File: src/rtl/sram_arbiter.sv
// Two-port arbiter/sequencer for the shared async SRAM; video has priority, host starvation bounded by MAX_VIDEO_RUN.
// Ack one cycle after grant; read data valid ACCESS_CYCLES+1 after grant; requesters hold req until ack.
module sram_arbiter #(
  parameter int ACCESS_CYCLES = 2,
  parameter int MAX_VIDEO_RUN = 8
) (
  input  logic        clk,
  input  logic        reset,

  input  logic        vid_req,
  input  logic [17:0] vid_addr,
  output logic        vid_ack,
  output logic [15:0] vid_rdata,
  output logic        vid_rvalid,

  input  logic        host_req,
  input  logic        host_we,
  input  logic [17:0] host_addr,
  input  logic [15:0] host_wdata,
  input  logic [1:0]  host_be,
  output logic        host_ack,
  output logic [15:0] host_rdata,
  output logic        host_rvalid,

  output logic [17:0] ram_addr,
  input  logic [15:0] ram_din,
  output logic [15:0] ram_dout,
  output logic        ram_ce,
  output logic        ram_oe,
  output logic        ram_we,
  output logic        ram_lb,
  output logic        ram_hb
);

  localparam int CW = (ACCESS_CYCLES > 1) ? $clog2(ACCESS_CYCLES) : 1;
  localparam int RW = $clog2(MAX_VIDEO_RUN + 1);
  localparam logic [CW-1:0] CNT_LAST = CW'(ACCESS_CYCLES - 1);
  localparam logic [RW-1:0] RUN_MAX  = RW'(MAX_VIDEO_RUN);

  typedef enum logic [2:0] {
    S_IDLE,
    S_READ,
    S_W_SETUP,
    S_W_PULSE,
    S_W_HOLD
  } state_t;

  state_t        state, state_nxt;
  logic [CW-1:0] cnt, cnt_nxt;
  logic [RW-1:0] run_cnt, run_nxt;
  logic          cnt_last;
  logic          grant_vid, grant_host;

  // Captured request attributes for the access in flight.
  logic          owner_vid;
  logic [1:0]    cap_be;
  logic [15:0]   cap_wdata;

  logic [17:0]   addr_nxt;
  logic [1:0]    be_sel;
  logic [15:0]   wdata_sel, dout_nxt;
  logic          ce_nxt, oe_nxt, we_nxt, lb_nxt, hb_nxt, write_nxt;
  logic          read_done;

  assign cnt_last  = (cnt == CNT_LAST);
  assign read_done = (state == S_READ) && cnt_last;

  always_ff @(posedge clk) begin
    if (reset) begin
      state   <= S_IDLE;
      cnt     <= '0;
      run_cnt <= '0;
    end else begin
      state   <= state_nxt;
      cnt     <= cnt_nxt;
      run_cnt <= run_nxt;
    end
  end

  always_comb begin
    state_nxt  = state;
    cnt_nxt    = cnt;
    run_nxt    = run_cnt;
    grant_vid  = 1'b0;
    grant_host = 1'b0;
    case (state)
      S_IDLE: begin
        cnt_nxt = '0;
        if (vid_req && !((run_cnt == RUN_MAX) && host_req)) begin
          grant_vid = 1'b1;
          state_nxt = S_READ;
          if (run_cnt != RUN_MAX) run_nxt = run_cnt + 1'b1;
        end else if (host_req) begin
          grant_host = 1'b1;
          state_nxt  = host_we ? S_W_SETUP : S_READ;
          run_nxt    = '0;
        end else begin
          run_nxt = '0;
        end
      end
      S_READ: begin
        if (cnt_last) begin
          state_nxt = S_IDLE;
          cnt_nxt   = '0;
        end else begin
          cnt_nxt = cnt + 1'b1;
        end
      end
      S_W_SETUP: begin
        state_nxt = S_W_PULSE;
        cnt_nxt   = '0;
      end
      S_W_PULSE: begin
        if (cnt_last) begin
          state_nxt = S_W_HOLD;
          cnt_nxt   = '0;
        end else begin
          cnt_nxt = cnt + 1'b1;
        end
      end
      S_W_HOLD: state_nxt = S_IDLE;
      default:  state_nxt = S_IDLE;
    endcase
  end

  // Next values of the registered SRAM bus, derived from the state being entered.
  always_comb begin
    addr_nxt  = ram_addr;
    be_sel    = cap_be;
    wdata_sel = cap_wdata;
    if (grant_vid) begin
      addr_nxt = vid_addr;
    end else if (grant_host) begin
      addr_nxt  = host_addr;
      be_sel    = host_be;
      wdata_sel = host_wdata;
    end
    ce_nxt    = (state_nxt != S_IDLE);
    oe_nxt    = (state_nxt == S_READ);
    we_nxt    = (state_nxt == S_W_PULSE);
    write_nxt = (state_nxt == S_W_SETUP) || (state_nxt == S_W_PULSE) ||
                (state_nxt == S_W_HOLD);
    lb_nxt    = oe_nxt || (write_nxt && be_sel[0]);
    hb_nxt    = oe_nxt || (write_nxt && be_sel[1]);
    dout_nxt  = write_nxt ? wdata_sel : 16'h0000;
  end

  always_ff @(posedge clk) begin
    if (reset) begin
      owner_vid   <= 1'b0;
      cap_be      <= 2'b00;
      cap_wdata   <= 16'h0000;
      ram_addr    <= 18'h00000;
      ram_dout    <= 16'h0000;
      ram_ce      <= 1'b0;
      ram_oe      <= 1'b0;
      ram_we      <= 1'b0;
      ram_lb      <= 1'b0;
      ram_hb      <= 1'b0;
      vid_ack     <= 1'b0;
      host_ack    <= 1'b0;
      vid_rdata   <= 16'h0000;
      host_rdata  <= 16'h0000;
      vid_rvalid  <= 1'b0;
      host_rvalid <= 1'b0;
    end else begin
      if (grant_vid) begin
        owner_vid <= 1'b1;
      end else if (grant_host) begin
        owner_vid <= 1'b0;
        cap_be    <= host_be;
        cap_wdata <= host_wdata;
      end
      ram_addr    <= addr_nxt;
      ram_dout    <= dout_nxt;
      ram_ce      <= ce_nxt;
      ram_oe      <= oe_nxt;
      ram_we      <= we_nxt;
      ram_lb      <= lb_nxt;
      ram_hb      <= hb_nxt;
      vid_ack     <= grant_vid;
      host_ack    <= grant_host;
      vid_rvalid  <= read_done && owner_vid;
      host_rvalid <= read_done && !owner_vid;
      if (read_done && owner_vid)  vid_rdata  <= ram_din;
      if (read_done && !owner_vid) host_rdata <= ram_din;
    end
  end

endmodule

File: config.mk
export PLATFORM = sky130hd
export DESIGN_NAME = sram_arbiter
export DESIGN_NICKNAME = d
export VERILOG_FILES = /design/src/rtl/sram_arbiter.sv
export SDC_FILE = /design/constraint.sdc
export NUM_CORES = 1
export LEC_CHECK = 0
export CAP_MARGIN = 20
export CORE_MARGIN = 2
export CORE_UTILIZATION = 43
export DETAILED_ROUTE_END_ITERATION = 8
export GPL_ROUTABILITY_DRIVEN = 1
export PLACE_DENSITY = 0.91
export SYNTH_ARGS = -nofsm -noshare
export SYNTH_HDL_FRONTEND = slang
export SYNTH_SLANG_ARGS = --single-unit
File: constraint.sdc
create_clock -name clk -period 2.2 [get_ports clk]
set_clock_uncertainty 0.15 [all_clocks]
set_input_delay 0.44 -clock clk [delete_from_list [all_inputs] [get_ports clk]]
set_output_delay 0.44 -clock clk [all_outputs]
set_load 0.05 [all_outputs]
# Word-level counts from Yosys, hierarchy flattened

Index checks and enable logic that the tools add are counted.

Logic and storage cells: 76
Input port bits: 75
Bits in read-only memories: 0
Output and inout port bits: 75
Register bits after elaboration: 102
Memory bits (writable): 0
Memories kept: 0
Latch bits: 0

Magnitude comparators: 0
Equality and inequality tests: 10
Div/mod/pow operators: 0
Reductions and logical operators: 21
Multiplexer cells: 23
Shift operators: 0
Multiply operators: 0
Bitwise operators: 1
Add/subtract/negate cells: 2

Operators by type and width:

| cell                                                | number |
|---|---|
| two-way mux 18 bit                                  | 2 |
| two-way mux 16 bit                                  | 2 |
| equality test 3 x 2 -> 1 bit, second input constant | 4 |
| two-way mux 3 bit                                   | 4 |
| case mux 3 bit (4 select lines)                     | 1 |
| two-way mux 1 bit                                   | 8 |
| two-way mux 4 bit                                   | 2 |
| logical AND 1 bit                                   | 7 |
| equality test 3 x 1 -> 1 bit, second input constant | 2 |
| two-way mux 2 bit                                   | 3 |
| OR reduction 2 bit                                  | 3 |
| adder 4 x 1 -> 4 bit, second input constant         | 1 |
| equality test 4 bit, second input constant          | 1 |
| logical OR 1 bit                                    | 4 |
| != test 4 bit, second input constant                | 1 |
| nonzero test 2 bit                                  | 2 |
| equality test 3 bit, second input constant          | 1 |
| logical NOT 3 bit                                   | 1 |
| nonzero test 3 bit                                  | 1 |
| logical NOT 1 bit                                   | 2 |
| != test 2 x 1 -> 1 bit, second input constant       | 1 |
| case mux 1 bit (2 select lines)                     | 1 |
| AND reduction 2 bit                                 | 1 |
| adder 1 bit, second input constant                  | 1 |
| inverter 1 bit                                      | 1 |

# Longest topological paths before layout

Gate-level depths: netlist of the first run.

Word-level depth: 11
Gate-level depth with buffers: 8
Depth with buffers taken out: 6

# Worst setup path after synthesis of the first run

No wires, ideal clock.

Path type: flip-flop to flip-flop
Start point: register state[2]
End point: register ram_hb
Arrival time: 1645 ps
Cell stages (with the launch flop): 8
Path buffers: 3
Period minus slack after synthesis: 1924 ps
Setup time: 130 ps
Required time: 1920 ps
Setup slack: 276 ps
Cells stage by stage: dfxtp_1 buf_6 or3_4 buf_6 a211oi_2 buf_4 mux2i_1 o22ai_1

Cells in the longest elaborated chain, start to end: 8
Elaborated cells on any way between the ends: 21
Classes of those cells: eq/ne (7); mux (9); reduce/logical (5)

RTL lines:

| what                            | line | RTL |
|---|---|---|
| from (decl)                     | 48   | `state_t state, state_nxt;` |
| from (signal assigned)          | 74   | `state <= state_nxt;` |
| two-way mux 3 bit               | 93   | `end else if (host_req) begin` |
| two-way mux 3 bit               | 89   | `if (vid_req && !((run_cnt == RUN_MAX) && host_req)) begin` |
| case mux 3 bit (4 select lines) | 86   | `case (state)` |
| equality test 3 x 2 -> 1 bit    | 141  | `write_nxt = (state_nxt == S_W_SETUP) \|\| (state_nxt == S_W_PULSE) \|\|` |
| logical OR 1 bit (2 in series)  | 141  |  |
| logical AND 1 bit               | 144  | `hb_nxt = oe_nxt \|\| (write_nxt && be_sel[1]);` |
| logical OR 1 bit *              | 144  |  |
| to (signal assigned)            | 180  | `ram_hb <= hb_nxt;` |
| to (decl)                       | 32   | `output logic ram_hb` |

Every way passes the cells marked *; elsewhere a longest branch is shown, timed or not.
A chain may end at the register's enable or synchronous reset.

# Worst setup path after layout of the first run

Start point: register host_rdata[13]
End point: output host_rdata[13]

RTL lines:

| what                   | line | RTL |
|---|---|---|
| from (decl)            | 22   | `output logic [15:0] host_rdata,` |
| from (signal assigned) | 186  | `if (read_done && !owner_vid) host_rdata <= ram_din;` |

No word-level cell between the ends.

==> results of run 1 <==
layer usage:
metal / vias up / track usage (%) / wire, µm
met5: - / 0 / 0
met4: 0 / 6.548 / 136
met3: 12 / 6.343 / 709
met2: 114 / 34.84 / 4650
met1: 1537 / 23.90 / 3809
li1: 1620 / - / -
worst max path at each step:
stage | end | slack, ns | cells past startpoint
floorplan | ram_hb | 0.28 | 7
global placement | ram_ce | -0.03 | 4
detailed placement | ram_dout[10] | -0.11 | 4
CTS | host_rdata[9] | 0.06 | 1
global route | ram_dout[5] | 0.01 | 5
finish | host_rdata[13] | 0.07 | 1
cells in the final DEF, fill, tap and decap left out, types with 2 or more instances in the layout:
cell | Yosys | final
clkdlybuf4s50_1 | 0 | 148
dfxtp_1 | 102 | 102
nand2_1 | 78 | 78
a21oi_1 | 48 | 48
nor2_1 | 30 | 30
mux2i_1 | 19 | 19
nor3_1 | 19 | 18
buf_4 | 3 | 13
a22oi_1 | 11 | 11
clkbuf_8 | 0 | 9
a22o_1 | 8 | 8
a21o_1 | 8 | 8
inv_1 | 5 | 5
o21ai_0 | 4 | 4
nand3b_1 | 2 | 2
nand2b_1 | 2 | 2
o21bai_1 | 2 | 2
nor3_2 | 1 | 2
nor3b_1 | 2 | 2
o22ai_1 | 2 | 2
ha_1 | 2 | 2
bufinv_16 | 0 | 2
clkbuf_1 | 16 | 2
buf_12 | 0 | 2
kinds of logic (layout without fill, tap and decap cells):
logic type	after synthesis	count (layout)	share of synthesized area [%]
adders and majority gates	2	2	0.6851
and+or+nand+nor	144	144	17.57
muxes	19	19	5.207
AOI/OAI and AO/OA	91	91	16.38
buffers and inverters	30	184	4.248
DFF	102	102	55.91
stage by stage:
| step | cell area (µm²) | worst slack [ns] | hold slack, ns |
|---|---|---|---|
| 2_1_floorplan | 3652 | 0.2757 | 0.3052 |
| 3_3_place_gp | 5284 | -0.03305 | 0.2924 |
| 3_5_place_dp | 5284 | -0.1075 | 0.2966 |
| 4_1_cts | 5488 | 0.06301 | 0.1902 |
| 5_1_grt | 5488 | 0.01352 | 0.1805 |
| 6_report | 5488 | 0.07306 | 0.2053 |
cells in the mapped netlist (3+ instances only):
cell / count
o21ai_0: 4
buf_4: 3
a22o_1: 8
buf_6: 4
nand2_1: 78
a22oi_1: 11
nor2_1: 30
mux2i_1: 19
a21o_1: 8
dfxtp_1: 102
inv_1: 5
clkbuf_1: 16
nor3_1: 19
a21oi_1: 48
cell type report:
type                    count  share of cell area (%)
inverters                   5                  0.3420
multi-input cells         256                   26.74
clock inverters             4                   1.322
well taps                 105                   2.394
flip-flops and latches    102                   37.21
clock buffers              11                   2.394
repair buffers            164                   29.59
registers in the layout, summed over array words and instances, names as in the netlist, 2 cells and up:
name and cells:
run_cnt 4, host_rdata 16, vid_rdata 16, cap_be 2
ram_dout 16, state 3, ram_addr 18, cap_wdata 16
power breakdown:
part	switching [W]	total (W)	internal (W)
logic	0.000416	0.000739	0.000323
registers	0.0000419	0.00197	0.00193
clock network	0.000594	0.00123	0.000635
total	0.00105	0.00394	0.00288
==> summary.md, run 1 <==
| Metric | Value |
|---|---|
| Status | finished, final reports clean |
| Vias | 3283 |
| Least-Margin Pin Slew | 0.6963 ns |
| Flip-flop and latch area | 2042 µm² |
| Critical path class | reg -> out |
| DRC viols | 0 |
| Core Util, Final | 66.79% |
| Hold Path Origin | reset |
| # IOs | 150 |
| Worst slew margin | 53.55% |
| GRT Util Overall | 20.25% |
| Prevailing post-synth register cell | dfxtp_1 |
| Fillers | 615 |
| Root buf cell | clkbuf_8 |
| Area leader, netlist | dfxtp_1 |
| Clock Latency Late Sink | 0.34 ns |
| Maximum clock path buffer count | 2 |
| Final Hold Violating Endpoints | 0 |
| Vias/cell | 5.074 |
| Overflow after GRT | 0 |
| Top-area cell type share of the netlist area | 55.91% |
| Sequential share of the synthesized area | 55.91% |
| Critical path's largest stage delay | 0.83 ns |
| RePlAce Congestion | 0.7924 |
| Yosys Warn Count | 0 |
| Vias in the first global route | 3198 |
| Worst-path cell chain | clkdlybuf4s50_1 |
| Crit path from | host_rdata[13] |
| Synth top area cells | dfxtp_1, nand2_1, a21oi_1 |
| Minimum clock period | 2.127 ns |
| Synthesized flop and latch total | 102 |
| Critical Path RT | 1.61 ns |
| Initial Util | 44.45% |
| DRT iter0 DRCs | 86 |
| Global-route wire length before repair | 14680 µm |
| Final setup fails | 0 |
| CTS tree | built |
| Row cnt | 33 |
| Synthesized area per cell | 9.413 µm² |
| Final period util | 96.68% |
| Worst Hold Path Cells | 2 |
| HP Class | in -> reg |
| # port buffers | 149 |
| FF-to-FF setup slack | 0.10 ns |
| CTS resizes | 0 |
| CP delay by family, top | buffers and inverters |
| Syn nets | 465 |
| Die area | 9247 µm² |
| Net count, final | 615 |
| Clk slew on worst S/H paths | 0.09 ns |
| Initial DRT Pass Iterations | 4 |
| Mapped cell area | 3652 µm² |
| Wire per inst | 14.38 µm |
| Layout cells sized above 1 | 7.380% |
| Slowest cell on crit path | clkdlybuf4s50_1 |
| P&R area growth vs syn | 50.26% |
| Largest net degree at the start of global routing | 36 |
| Worst R2R Start | state[2] |
| Clk sinks | 102 |
| Placed Cells | 632 |
| Peak VDD IR | 0.4103 mV |
| DP HPWL | 6784 µm |
| Crit path DAT | 1.54 ns |
| Critical Path Sink Type | output pin |
| Worst Hold Path EP | run_cnt[3] |
| Library cells used by synthesis | 41 |
| Core area | 8217 µm² |
| PwrDens | 717.4 nW/µm² |
| Final antenna-violating net count | 0 |
| CP max FO | 2 |
| Setup bufs post-CTS | 0 |
| Diodes inserted | 0 |
| Hold buffers post-CTS | 0 |
| MaxCap Viol Count | 0 |
| Startpoint types | register |
| Synthesized instance count | 388 |
| Antenna violations before repair | 0 |
| Worst r2r dst | ram_dout[5] |
| R2R depth | 5 |
| Setup TNS Final | 0 ns |
| Multi-input logic area | 1468 µm² |
| Die Wd | 96.16 µm |
| Asr flop ratio synth | 0% |
| Finished Layout Cells | 647 |
| Leakage | 2.023 nW |
| CTS buffer count | 9 |
| H-tree depth | 3 |
| Die Y | 96.16 µm |
| RSZ-0062 raised after global routing | no |
| Bufs and invs on worst path | 1 |
| F_max | 470.2 MHz |
| Max-slew violation count | 0 |
| Number of synthesized flops with an enable pin | 0 |
| Total power | 0.003937 W |
| WL final | 9305 µm |
Note: power is estimated with default switching activity, not from simulation.
==> inputs of run 2 (changes only) <==
- ABC_AREA: unset -> 0
- SETUP_SLACK_MARGIN: unset -> 0.4
==> summary.md, run 2 (same netlist as run 1, synthesis figures left out) <==
| Metric | Value |
|---|---|
| Least-Margin Pin Slew | 0.4973 ns |
| Commonest non-fill, non-tap cell in the layout | dfxtp_1 |
| Overflow after GRT | 0 |
| Maximum clock path buffer count | 2 |
| Finished Layout Cells | 667 |
| Core area | 8217 µm² |
| Largest register by flop count | ram_addr |
| Max FFs per register | 18 |
| Fin worst setup slack | 0.1898 ns |
| Vias | 3464 |
| Worst slew margin | 66.97% |
| Diodes inserted | 0 |
| Pre-CTS setup slack | -0.08871 ns |
| Placed Cells | 631 |
| Die Y | 96.16 µm |
| MaxCap Viol Count | 0 |
| Antenna violations before repair | 0 |
| Critical path's largest stage delay | 0.41 ns |
| Initial Util | 44.45% |
| Minimum clock period | 2.010 ns |
| Final antenna-violating net count | 0 |
| PwrDens | 658.7 nW/µm² |
| Status | finished, final reports clean |
| Peak VDD IR | 0.4543 mV |
| Vias/cell | 5.193 |
| Final setup fails | 0 |
| Critical Path Sink Type | register |
| Critical Path RT | 2.27 ns |
| Setup TNS Final | 0 ns |
| F_max | 497.5 MHz |
| RePlAce Congestion | 0.8237 |
| Final period util | 91.37% |
| Slowest cell on crit path | or3_4 |
| DRC viols | 0 |
| Max-slew violation count | 0 |
| Clk sinks | 102 |
| Clk slew on worst S/H paths | 0.09 ns |
| Root buf cell | clkbuf_8 |
| Critical path class | reg -> reg |
| CTS tree | built |
| DP HPWL | 6913 µm |
| # port buffers | 149 |
| CTS buffer count | 9 |
| Vias in the first global route | 3326 |
| H-tree depth | 3 |
| DRT iter0 DRCs | 241 |
| Commonest non-fill, non-tap cells in the layout | dfxtp_1, nand2_1, clkdlybuf4s50_1 |
| Net count, final | 636 |
| Clock Latency Late Sink | 0.36 ns |
| Crit path DAT | 2.08 ns |
| Leakage | 2.235 nW |
| P&R area growth vs syn | 59.13% |
| Layout cells sized above 1 | 29.18% |
| Largest net degree at the start of global routing | 33 |
| Die Wd | 96.16 µm |
| Row cnt | 33 |
| GRT Util Overall | 22.06% |
| Bufs and invs on worst path | 3 |
| Wire per inst | 16.13 µm |
| RSZ-0062 raised after global routing | yes |
| # IOs | 150 |
| Die area | 9247 µm² |
| Startpoint types | register |
| CP delay by family, top | simple AND/OR/NAND/NOR gates |
| CP max FO | 8 |
| Worst-path cell chain | or3_4 > a211oi_4 > buf_4 > buf_6 > buf_12 > mux2i_2 > nor3_1 |
| WL final | 10760 µm |
| Global-route wire length before repair | 15700 µm |
| HP Class | in -> reg |
| Initial DRT Pass Iterations | 4 |
| Final Hold Violating Endpoints | 0 |
| Core Util, Final | 70.73% |
| Fillers | 596 |
[run 2: final cells by class]
cell class / instances / area (µm²) / share of cell area (%)
clock buffers: 11 / 131.4 / 2.260
clock inverters: 3 / 23.77 / 0.4090
inverters: 5 / 21.27 / 0.3660
multi-input cells: 257 / 1748 / 30.08
flip-flops and latches: 102 / 2054 / 35.35
well taps: 105 / 131.4 / 2.260
repair buffers: 184 / 1702 / 29.28
[run 2: through the flow]
step	instance area (µm²)	hold slack [ns]	total power [W]
after floorplan	3677	0.3052	0.002436
after detailed placement	5281	0.2971	0.002756
after global routing	5812	0.2422	0.003983
final	5812	0.2320	0.003828
after CTS	5766	0.2262	0.003791
after global placement	5281	0.2917	0.002733
[run 2: where the power goes]
part / switching (W) / leakage, nW / internal [W]
clock: 0.000597 / 0.0715 / 0.000403
combinational: 0.000483 / 1.33 / 0.000372
sequential: 0.0000460 / 0.832 / 0.00193
[run 2: what timing repair did]
item	in CTS	in global routing
cloned	5	0
endpoints found under the setup margin	168	125
hold buffers	0	0
gates resized for setup	194	91
pin swaps	17	30
setup buffers	12	5
[run 2: final timing paths]
| path | endpoint | startpoint | depth (start not counted) | slack, ns |
|---|---|---|---|---|
| setup / recovery | ram_dout[10] | state[2] | 7 | 0.19 |
| hold / removal | run_cnt[3] | reset | 2 | 0.23 |
| setup reg to reg | ram_dout[10] | state[2] | 7 | 0.19 |
| hold reg to reg | ram_addr[8] | ram_addr[8] | 2 | 0.30 |
[run 2: per-layer routing]
layer  GRT usage (%)  part of all wire [%]
met3           4.150                   7.5
met2           39.81                    51
met1           26.00                    40
met4           7.619                  0.78
met5               0                     0
